[src/rtl/bcd_pkg.sv]
// Shared types and helpers for the serial BCD add/subtract datapath.
`timescale 1ns/1ps
package bcd_pkg;

  typedef logic [3:0] bcd_digit_t;

  localparam bcd_digit_t BCD_MAX  = 4'd9;
  localparam bcd_digit_t BCD_CORR = 4'd6;

  typedef enum logic [0:0] {
    IDLE = 1'b0,
    RUN  = 1'b1
  } state_t;

  // Nines' complement of one digit; used to turn a-b into a + ~b + 1 in decimal.
  function automatic bcd_digit_t nines_comp(input bcd_digit_t d);
    return BCD_MAX - d;
  endfunction

  // True when a raw 4-bit code is not a legal decimal digit.
  function automatic logic digit_invalid(input bcd_digit_t d);
    return (d > BCD_MAX);
  endfunction

endpackage

[src/rtl/bcd_digit_cell.sv]
// One-digit BCD adder with decimal correction; reused every cycle by the serial top.
`timescale 1ns/1ps
module bcd_digit_cell
  import bcd_pkg::*;
(
  input  bcd_digit_t i_a,
  input  bcd_digit_t i_b,
  input  logic       i_cin,
  output bcd_digit_t o_sum,
  output logic       o_cout
);

  logic [4:0] w_t;

  assign w_t = {1'b0, i_a} + {1'b0, i_b} + {4'b0000, i_cin};

  // Binary sum above nine wraps into the next decade: add six and raise the carry.
  always_comb begin
    o_sum  = w_t[3:0];
    o_cout = 1'b0;
    if (w_t > {1'b0, BCD_MAX}) begin
      o_sum  = w_t[3:0] + BCD_CORR;
      o_cout = 1'b1;
    end else begin
      o_sum  = w_t[3:0];
      o_cout = 1'b0;
    end
  end

endmodule

[src/rtl/bcd_serial_addsub.sv]
// Multi-digit packed-BCD adder/subtractor, one digit per clock, LSD first.
// Optional build macro BCD_ERR_CHECK_EN adds the err port flagging non-decimal
// input digits captured at accept.
`timescale 1ns/1ps
module bcd_serial_addsub
  import bcd_pkg::*;
#(
  parameter int DIGITS = 4
) (
  input  logic                clk,
  input  logic                rst_n,
  input  logic                start,
  input  logic                sub,
  input  logic [4*DIGITS-1:0] a,
  input  logic [4*DIGITS-1:0] b,
  output logic                ready,
  output logic                done,
  output logic [4*DIGITS-1:0] sum,
  output logic                cout
`ifdef BCD_ERR_CHECK_EN
  ,
  output logic                err
`endif
);

  localparam int W  = 4 * DIGITS;
  localparam int CW = $clog2(DIGITS + 1);
  localparam logic [CW-1:0] LAST_IDX = CW'(DIGITS - 1);

  state_t          r_state;
  logic [W-1:0]    r_op_a;
  logic [W-1:0]    r_op_b;
  logic [W-1:0]    r_sum;
  logic            r_carry;
  logic            r_cout;
  logic            r_done;
  logic [CW-1:0]   r_cnt;

  bcd_digit_t      w_dig_a;
  bcd_digit_t      w_dig_b;
  bcd_digit_t      w_dig_sum;
  logic            w_dig_cout;
  logic [W-1:0]    w_b_nc;
  logic            w_accept;
  logic            w_last;

  assign ready    = (r_state == IDLE);
  assign done     = r_done;
  assign sum      = r_sum;
  assign cout     = r_cout;
  assign w_accept = (r_state == IDLE) && start;
  assign w_last   = (r_cnt == LAST_IDX);

  // Pick the operand digits addressed by the digit counter.
  always_comb begin
    w_dig_a = 4'd0;
    w_dig_b = 4'd0;
    for (int k = 0; k < DIGITS; k++) begin
      if (r_cnt == CW'(k)) begin
        w_dig_a = r_op_a[4*k +: 4];
        w_dig_b = r_op_b[4*k +: 4];
      end else begin
        w_dig_a = w_dig_a;
        w_dig_b = w_dig_b;
      end
    end
  end

  // Per-digit nines' complement of b, captured instead of b when subtracting.
  always_comb begin
    w_b_nc = {W{1'b0}};
    for (int k = 0; k < DIGITS; k++) begin
      w_b_nc[4*k +: 4] = nines_comp(b[4*k +: 4]);
    end
  end

  bcd_digit_cell u_cell (
    .i_a    (w_dig_a),
    .i_b    (w_dig_b),
    .i_cin  (r_carry),
    .o_sum  (w_dig_sum),
    .o_cout (w_dig_cout)
  );

  // Control FSM and datapath: capture operands on accept, then walk the digits.
  always_ff @(posedge clk or negedge rst_n) begin
    if (!rst_n) begin
      r_state <= IDLE;
      r_op_a  <= {W{1'b0}};
      r_op_b  <= {W{1'b0}};
      r_sum   <= {W{1'b0}};
      r_carry <= 1'b0;
      r_cout  <= 1'b0;
      r_done  <= 1'b0;
      r_cnt   <= {CW{1'b0}};
    end else begin
      r_done <= 1'b0;
      case (r_state)
        IDLE: begin
          if (start) begin
            r_op_a  <= a;
            r_op_b  <= sub ? w_b_nc : b;
            r_carry <= sub;
            r_cnt   <= {CW{1'b0}};
            r_state <= RUN;
          end else begin
            r_state <= IDLE;
          end
        end
        RUN: begin
          for (int k = 0; k < DIGITS; k++) begin
            if (r_cnt == CW'(k)) begin
              r_sum[4*k +: 4] <= w_dig_sum;
            end
          end
          r_carry <= w_dig_cout;
          r_cnt   <= r_cnt + CW'(1);
          if (w_last) begin
            r_cout  <= w_dig_cout;
            r_done  <= 1'b1;
            r_state <= IDLE;
          end else begin
            r_state <= RUN;
          end
        end
        default: begin
          r_state <= IDLE;
        end
      endcase
    end
  end

`ifdef BCD_ERR_CHECK_EN
  logic r_err;
  logic w_bad_digit;

  assign err = r_err;

  // Any non-decimal code among the raw operand digits presented with start.
  always_comb begin
    w_bad_digit = 1'b0;
    for (int k = 0; k < DIGITS; k++) begin
      if (digit_invalid(a[4*k +: 4]) || digit_invalid(b[4*k +: 4])) begin
        w_bad_digit = 1'b1;
      end else begin
        w_bad_digit = w_bad_digit;
      end
    end
  end

  // Sticky error flag, refreshed at every accepted start.
  always_ff @(posedge clk or negedge rst_n) begin
    if (!rst_n) begin
      r_err <= 1'b0;
    end else if (w_accept) begin
      r_err <= w_bad_digit;
    end
  end
`endif

endmodule

[config.mk]
export PLATFORM = sky130hd
export DESIGN_NAME = bcd_serial_addsub
export DESIGN_NICKNAME = d
export VERILOG_FILES = /design/src/rtl/bcd_pkg.sv /design/src/rtl/bcd_digit_cell.sv /design/src/rtl/bcd_serial_addsub.sv
export SDC_FILE = /design/constraint.sdc
export NUM_CORES = 1
export LEC_CHECK = 0
export BUFFER_PORTS_ARGS = -buffer_cell sky130_fd_sc_hd__buf_4
export CAP_MARGIN = 0
export CELL_PAD_IN_SITES_DETAIL_PLACEMENT = 0
export CELL_PAD_IN_SITES_GLOBAL_PLACEMENT = 2
export CORE_ASPECT_RATIO = 0.9
export CORE_UTILIZATION = 31
export CTS_CLUSTER_DIAMETER = 100
export DETAILED_ROUTE_END_ITERATION = 8
export GPL_ROUTABILITY_DRIVEN = 0
export PLACE_DENSITY = 0.86
export REMOVE_ABC_BUFFERS = 1
export SLEW_MARGIN = 5
export SYNTH_ARGS = -nofsm -noshare
export SYNTH_HDL_FRONTEND = slang
export SYNTH_SLANG_ARGS = --single-unit
[constraint.sdc]
create_clock -name clk -period 3.2 [get_ports clk]
set_input_delay 0.48 -clock clk [delete_from_list [all_inputs] [get_ports clk]]
set_output_delay 0.48 -clock clk [all_outputs]
set_load 0.05 [all_outputs]
Word level (Yosys, flattened, before mapping)
Index checks and enable logic that the tools add are counted.
{"block": "classes", "addsub": 8, "magnitude_cmp": 1, "eq_ne": 4, "n_mux": 20, "bitwise": 1, "reduce_logical": 6}
{"cell": "4-bit two-way mux", "count": 9}
{"cell": "16-bit two-way mux", "count": 1}
{"cell": "4-bit subtractor (first input constant)", "count": 4}
{"cell": "2-bit AND reduction", "count": 5}
{"cell": "3-bit by 2-bit == test with 1-bit output (second input constant)", "count": 2}
{"cell": "1-bit two-way mux", "count": 6}
{"cell": "3-bit case mux with 2 select lines", "count": 1}
{"cell": "4-bit by 4-bit adder with 5-bit output", "count": 1}
{"cell": "5-bit by 1-bit adder with 5-bit output", "count": 1}
{"cell": "5-bit by 4-bit greater-than comparator with 1-bit output (second input constant)", "count": 1}
{"cell": "4-bit by 3-bit adder with 4-bit output (second input constant)", "count": 1}
{"cell": "1-bit case mux with 2 select lines", "count": 2}
{"cell": "3-bit by 1-bit adder with 3-bit output (second input constant)", "count": 1}
{"cell": "3-bit by 1-bit == test with 1-bit output (second input constant)", "count": 1}
{"cell": "3-bit logical NOT", "count": 1}
{"cell": "3-bit two-way mux", "count": 1}
{"cell": "2-bit inequality test (second input constant)", "count": 1}
{"cell": "1-bit inverter", "count": 1}
{"block": "totals", "reg_bits": 55, "input_bits": 36, "output_inout_bits": 19, "elab_cells": 51}

Logic depth before layout (Yosys ltp)
{"block": "logic_depth", "ltp_word": 10, "mapped_depth": 15, "depth_no_buf": 15}

Modules after synthesis
Synthesis repeated with hierarchy kept, for this count alone.
{"block": "hier_totals", "cells_unflattened": 241, "area_unflattened_um2": 2812.7}
{"mod": "bcd_serial_addsub", "n_inst": 1, "cells_per_inst": 219, "area_per_inst_um2": 2601.2, "seq_area_each_um2": 1376.3}
{"mod": "bcd_digit_cell", "n_inst": 1, "cells_per_inst": 22, "area_per_inst_um2": 211.5, "seq_area_each_um2": 0.0}

Worst setup path before layout
No wires, ideal clock.
{"block": "synth_path", "kind": "flip-flop to flip-flop", "start": "register r_cnt[0]", "end": "register r_sum[13] (netlist: sum[13])", "setup_ns": 0.131, "t_arrival_ns": 3.384, "t_required_ns": 3.069, "path_slack_ns": -0.315, "path_stages_with_launch": 16, "n_path_buf": 2, "synth_period_minus_slack_ns": 3.515, "path_cell_list": "dfrtp_1 -> inv_1 -> ha_1 -> clkbuf_1 -> clkbuf_1 -> nand2_1 -> o21ai_0 -> a22oi_1 -> fa_1 -> fa_1 -> xor2_1 -> ha_1 -> a21oi_2 -> a311oi_2 -> xnor2_1 -> o21ai_1"}
{"block": "synth_between", "elab_chain_len": 9, "elab_cells_between_ends": 18, "classes_between": "3 x add/sub; 1 x order compare; 3 x eq/ne; 9 x mux; 2 x reduce/logical"}
{"item": "from (decl)", "line": "bcd_serial_addsub.sv:37", "source": "logic [CW-1:0] r_cnt;"}
{"item": "from (signal assigned)", "line": "bcd_serial_addsub.sv:95", "source": "r_cnt <= {CW{1'b0}};"}
{"item": "from (signal assigned)", "line": "bcd_serial_addsub.sv:104", "source": "r_cnt <= {CW{1'b0}};"}
{"item": "from (signal assigned)", "line": "bcd_serial_addsub.sv:117", "source": "r_cnt <= r_cnt + CW'(1);"}
{"item": "3-bit logical NOT", "line": "bcd_serial_addsub.sv:59", "source": "if (r_cnt == CW'(k)) begin"}
{"item": "4-bit two-way mux (4 in a row)", "line": "bcd_serial_addsub.sv:59"}
{"item": "4-bit by 4-bit adder with 5-bit output", "line": "bcd_digit_cell.sv:15", "source": "assign w_t = {1'b0, i_a} + {1'b0, i_b} + {4'b0000, i_cin};"}
{"item": "5-bit by 1-bit adder with 5-bit output", "line": "bcd_digit_cell.sv:15"}
{"item": "4-bit by 3-bit adder with 4-bit output or 5-bit by 4-bit greater-than comparator with 1-bit output (tied branches)", "line": "bcd_digit_cell.sv:22, bcd_digit_cell.sv:21"}
{"item": "4-bit two-way mux", "line": "bcd_digit_cell.sv:21", "source": "if (w_t > {1'b0, BCD_MAX}) begin"}
{"item": "to (signal assigned)", "line": "bcd_serial_addsub.sv:91", "source": "r_sum <= {W{1'b0}};"}
{"item": "to (signal, indexed assignment)", "line": "bcd_serial_addsub.sv:113", "source": "r_sum[4*k +: 4] <= w_dig_sum;"}
{"item": "to (decl)", "line": "bcd_serial_addsub.sv:33", "source": "logic [W-1:0] r_sum;"}
Several ways; a longest one is shown, not always the timed one.
A chain may end at the register's enable or synchronous reset.

Worst setup path in the final report
{"block": "layout_path", "start": "register r_cnt[0]", "end": "register r_sum[5] (netlist: sum[5])"}
Same word-level chain as after synthesis.

==> results.sh <==
export IMPL_dp_hpwl_um=4496
export IMPL_grt_pass1_vias=2164
export IMPL_ff_latch_area_sq_mm=0.001376
export IMPL_num_nets_final=402
export IMPL_fmax_mhz=322.6
export IMPL_crit_arrival_ns=3.29
export IMPL_grt_pass1_wl_um=10380
export IMPL_vias=2207
export IMPL_rows=32
export IMPL_cp_endpoint="sum[5]"
export IMPL_worst_r2r_cell_count=14
export IMPL_antenna_found_initial=0
export IMPL_numCtsBuffers=5
export IMPL_fin_area_sq_mm=0.003760
export IMPL_area_growth_pct=36.78
export IMPL_slew_limit_headroom=0.3607
export IMPL_r2r_slack_ns=0.10
export IMPL_crit_path_end_kind="register"
export IMPL_diodes=0
export IMPL_synth_top_family_by_area="compound AO/OA/AOI/OAI gates"
export IMPL_utilization=0.4388
export IMPL_period_needed_ns=3.100
export IMPL_holdWs_ns=0.1955
export IMPL_cts_htree_levels=2
export IMPL_cts_tree="yes"
export IMPL_drt_iter0_markers=98
export IMPL_grt_use_met3=0.02694
export IMPL_ant_nets=0
export IMPL_final_common_cell="buf_4"
export IMPL_drive_above_1_share=0.3835
export IMPL_synth_mux_area_frac=0.08011
export IMPL_portBuffers=54
export IMPL_finalSetupViolations=0
export IMPL_worst_pin_slew_ns=0.9566
export IMPL_dr_pass1_iters=4
export IMPL_synth_avg_cell_area_sq_um=10.11
export IMPL_cp_data_required_time_ns=3.39
export IMPL_r2r_end="sum[5]"
export IMPL_synthCells=272
export IMPL_synth_cell_area_sq_mm=0.002749
export IMPL_grt_max_degree=56
export IMPL_maxCapViolCount=0
export IMPL_viasPerCell=4.686
export IMPL_clkTransAtPathRegs_ns=0.09
export IMPL_slowest_delay_ns=0.57
export IMPL_fill_cells=880
export IMPL_crit_start="r_cnt[0]"
export IMPL_crit_fanout=4
export IMPL_grt_overflow_total=0
export IMPL_mostFrequentLayoutCells="buf_4 (79), nand2_1 (55), dfrtp_1 (55), o21ai_0 (31), mux2_2 (16)"
export IMPL_drv_slew=0
export IMPL_die_w_um=101.3
export IMPL_grt_util_met1=0.1941
export IMPL_grt_setup_unrepaired="yes"
export IMPL_ctsLongestPathBuffers=2
export IMPL_yosysWarnings=0
export IMPL_fin_worst_skew_ns=0.005854
export IMPL_status="complete, no violations"
export IMPL_synth_compound_area_share=0.1743
export IMPL_timing_rr_start="r_cnt[0]"
export IMPL_multi_input_area_sq_mm=0.001439
export IMPL_post_route_drc_count=0
export IMPL_clock_sinks=55
export IMPL_synthSimpleGateAreaFrac=0.1006
export IMPL_min_period_over_period=0.9686
export IMPL_ys_ff_latch=55
export IMPL_critPathSlowestCell="fa_2"
export IMPL_top_usage_layer="met2"
export IMPL_boundaryPins=55
export IMPL_ys_types=34
export IMPL_worstSkewPairLatency_ns=0.31
export IMPL_met2_usage=0.2313
export IMPL_final_hold_viol_count=0
export IMPL_hold_path_class="input pin to async pin"
export IMPL_cp_start_kind="register"
export IMPL_synthAdderAreaFrac=0.07374
export IMPL_cts_hold_buf=0
export IMPL_die_h_um=91.34
export IMPL_crit_chain="inv_2, ha_4, nand2_4, nor2_4, a21oi_1, o21ai_1, a22oi_2, fa_2, fa_2, nor2b_4, a21oi_2, a311oi_4, xnor2_2, o21ai_1"
export IMPL_synthXorXnorAreaFrac=0.03186
export IMPL_dpl_cell_area_sq_mm=0.003433
export IMPL_core_area_sq_mm=0.008568
export IMPL_drt_wl_total_um=6154
export IMPL_root_buffer="clkbuf_8"
export IMPL_initial_core_util=0.3208
export IMPL_critPathKind="register to register"
export IMPL_yosysSeqAreaShare=0.5007
export IMPL_track_usage=0.1416
export IMPL_die_area_sq_mm=0.009249
export IMPL_wl_per_cell_um=13.07
## state kept, by name, summed over array words and instances (netlist names)
name     count
r_cnt        3
cout         1
sum         16
r_op_a      16
done         1
r_carry      1
r_state      1
r_op_b      16
## kinds of logic (layout without fill, tap and decap cells)
family | count (synthesis) | after routing
AND/OR/NAND/NOR | 67 | 67
AO/OA/AOI/OAI | 77 | 77
buffers and inverters | 28 | 108
multiplexers | 20 | 20
flip-flops | 55 | 55
adder cells (fa/ha/maj) | 15 | 15
XOR/XNOR | 10 | 10
## per-layer routing
layer / vias to the layer above / routed length [um] / share of wire
met1: 1054 / 2845 / 0.46
met2: 47 / 3044 / 0.49
met5: - / 0 / 0
met4: 0 / 60 / 0.0097
met3: 7 / 204 / 0.033
li1: 1099 / - / -
## synthesized netlist by cell type
library cell	instances	share of area
nand2_1	56	0.076
dfrtp_1	55	0.50
o21ai_0	38	0.069
inv_1	16	0.022
mux2_2	16	0.066
ha_1	13	0.059
a22oi_1	9	0.025
clkbuf_1	9	0.012
o31ai_1	6	0.016
a21oi_1	5	0.0091
a22o_1	5	0.016
o21ai_1	5	0.0091
xnor2_1	5	0.016
xor2_1	5	0.016
mux2i_1	4	0.015
nor2_1	4	0.0055
nor2b_1	3	0.0068
fa_1	2	0.015
a21o_1	1	0.0027
a21oi_2	1	0.0032
a221oi_1	1	0.0032
a311oi_2	1	0.0055
a32oi_1	1	0.0032
a41o_1	1	0.0036
and2_1	1	0.0023
and3b_1	1	0.0032
buf_1	1	0.0014
buf_2	1	0.0018
clkinv_1	1	0.0014
o211a_1	1	0.0036
o21a_1	1	0.0027
o22ai_1	1	0.0023
or3_1	1	0.0023
or3_4	1	0.0041
## area by class of cell
type	count	area share
Timing Repair Buffer	83	0.1720
Sequential cell	55	0.3661
Inverter	17	0.01697
Clock buffer	6	0.01930
Tap cell	119	0.03960
Multi-Input combinational cell	189	0.3827
Clock inverter	2	0.003328
## worst max-delay path, delay by kind of cell, from the launching register on
| family | cells | cell delay [ns] |
|---|---|---|
| xor gates and xnor gates | 1 | 0.18 |
| AOI/OAI and AO/OA | 6 | 0.80 |
| buffers and inverters | 1 | 0.14 |
| DFF | 1 | 0.44 |
| adders and majority gates | 3 | 1.13 |
| and+or+nand+nor | 3 | 0.28 |
## timing repair
action                                  CTS  global route
endpoints found under the setup margin   14            14
resized for setup                        12            32
gates cloned                              0             0
endpoints found under the hold margin     0             0
pin swaps                                 2            19
setup buffers                             1             5
## worst min path at each step
stage / cells past startpoint / slack, ns / start / endpoint
finish: 1 / 0.20 / rst_n / done
global route: 1 / 0.26 / rst_n / sum[8]
CTS: 1 / 0.23 / rst_n / r_op_b[7]
detailed placement: 2 / 0.47 / sum[4] / sum[4]
global placement: 2 / 0.46 / sum[0] / sum[0]
floorplan: 0 / 0.18 / rst_n / cout
## per-stage QoR
| step | setup slack [ns] | std cells | TNS [ns] |
|---|---|---|---|
| final | 0.1004 | 471 | 0 |
| after global routing | -0.09237 | 471 | -0.6354 |
| after CTS | 0.002390 | 466 | 0 |
| after detailed placement | -0.1140 | 457 | -1.062 |
| after global placement | -0.04274 | 457 | -0.1763 |
| after floorplan | -0.3307 | 261 | -2.644 |
Power is not shown: default switching activity piles up to over one toggle a cycle in this logic, so the estimate is an artifact.
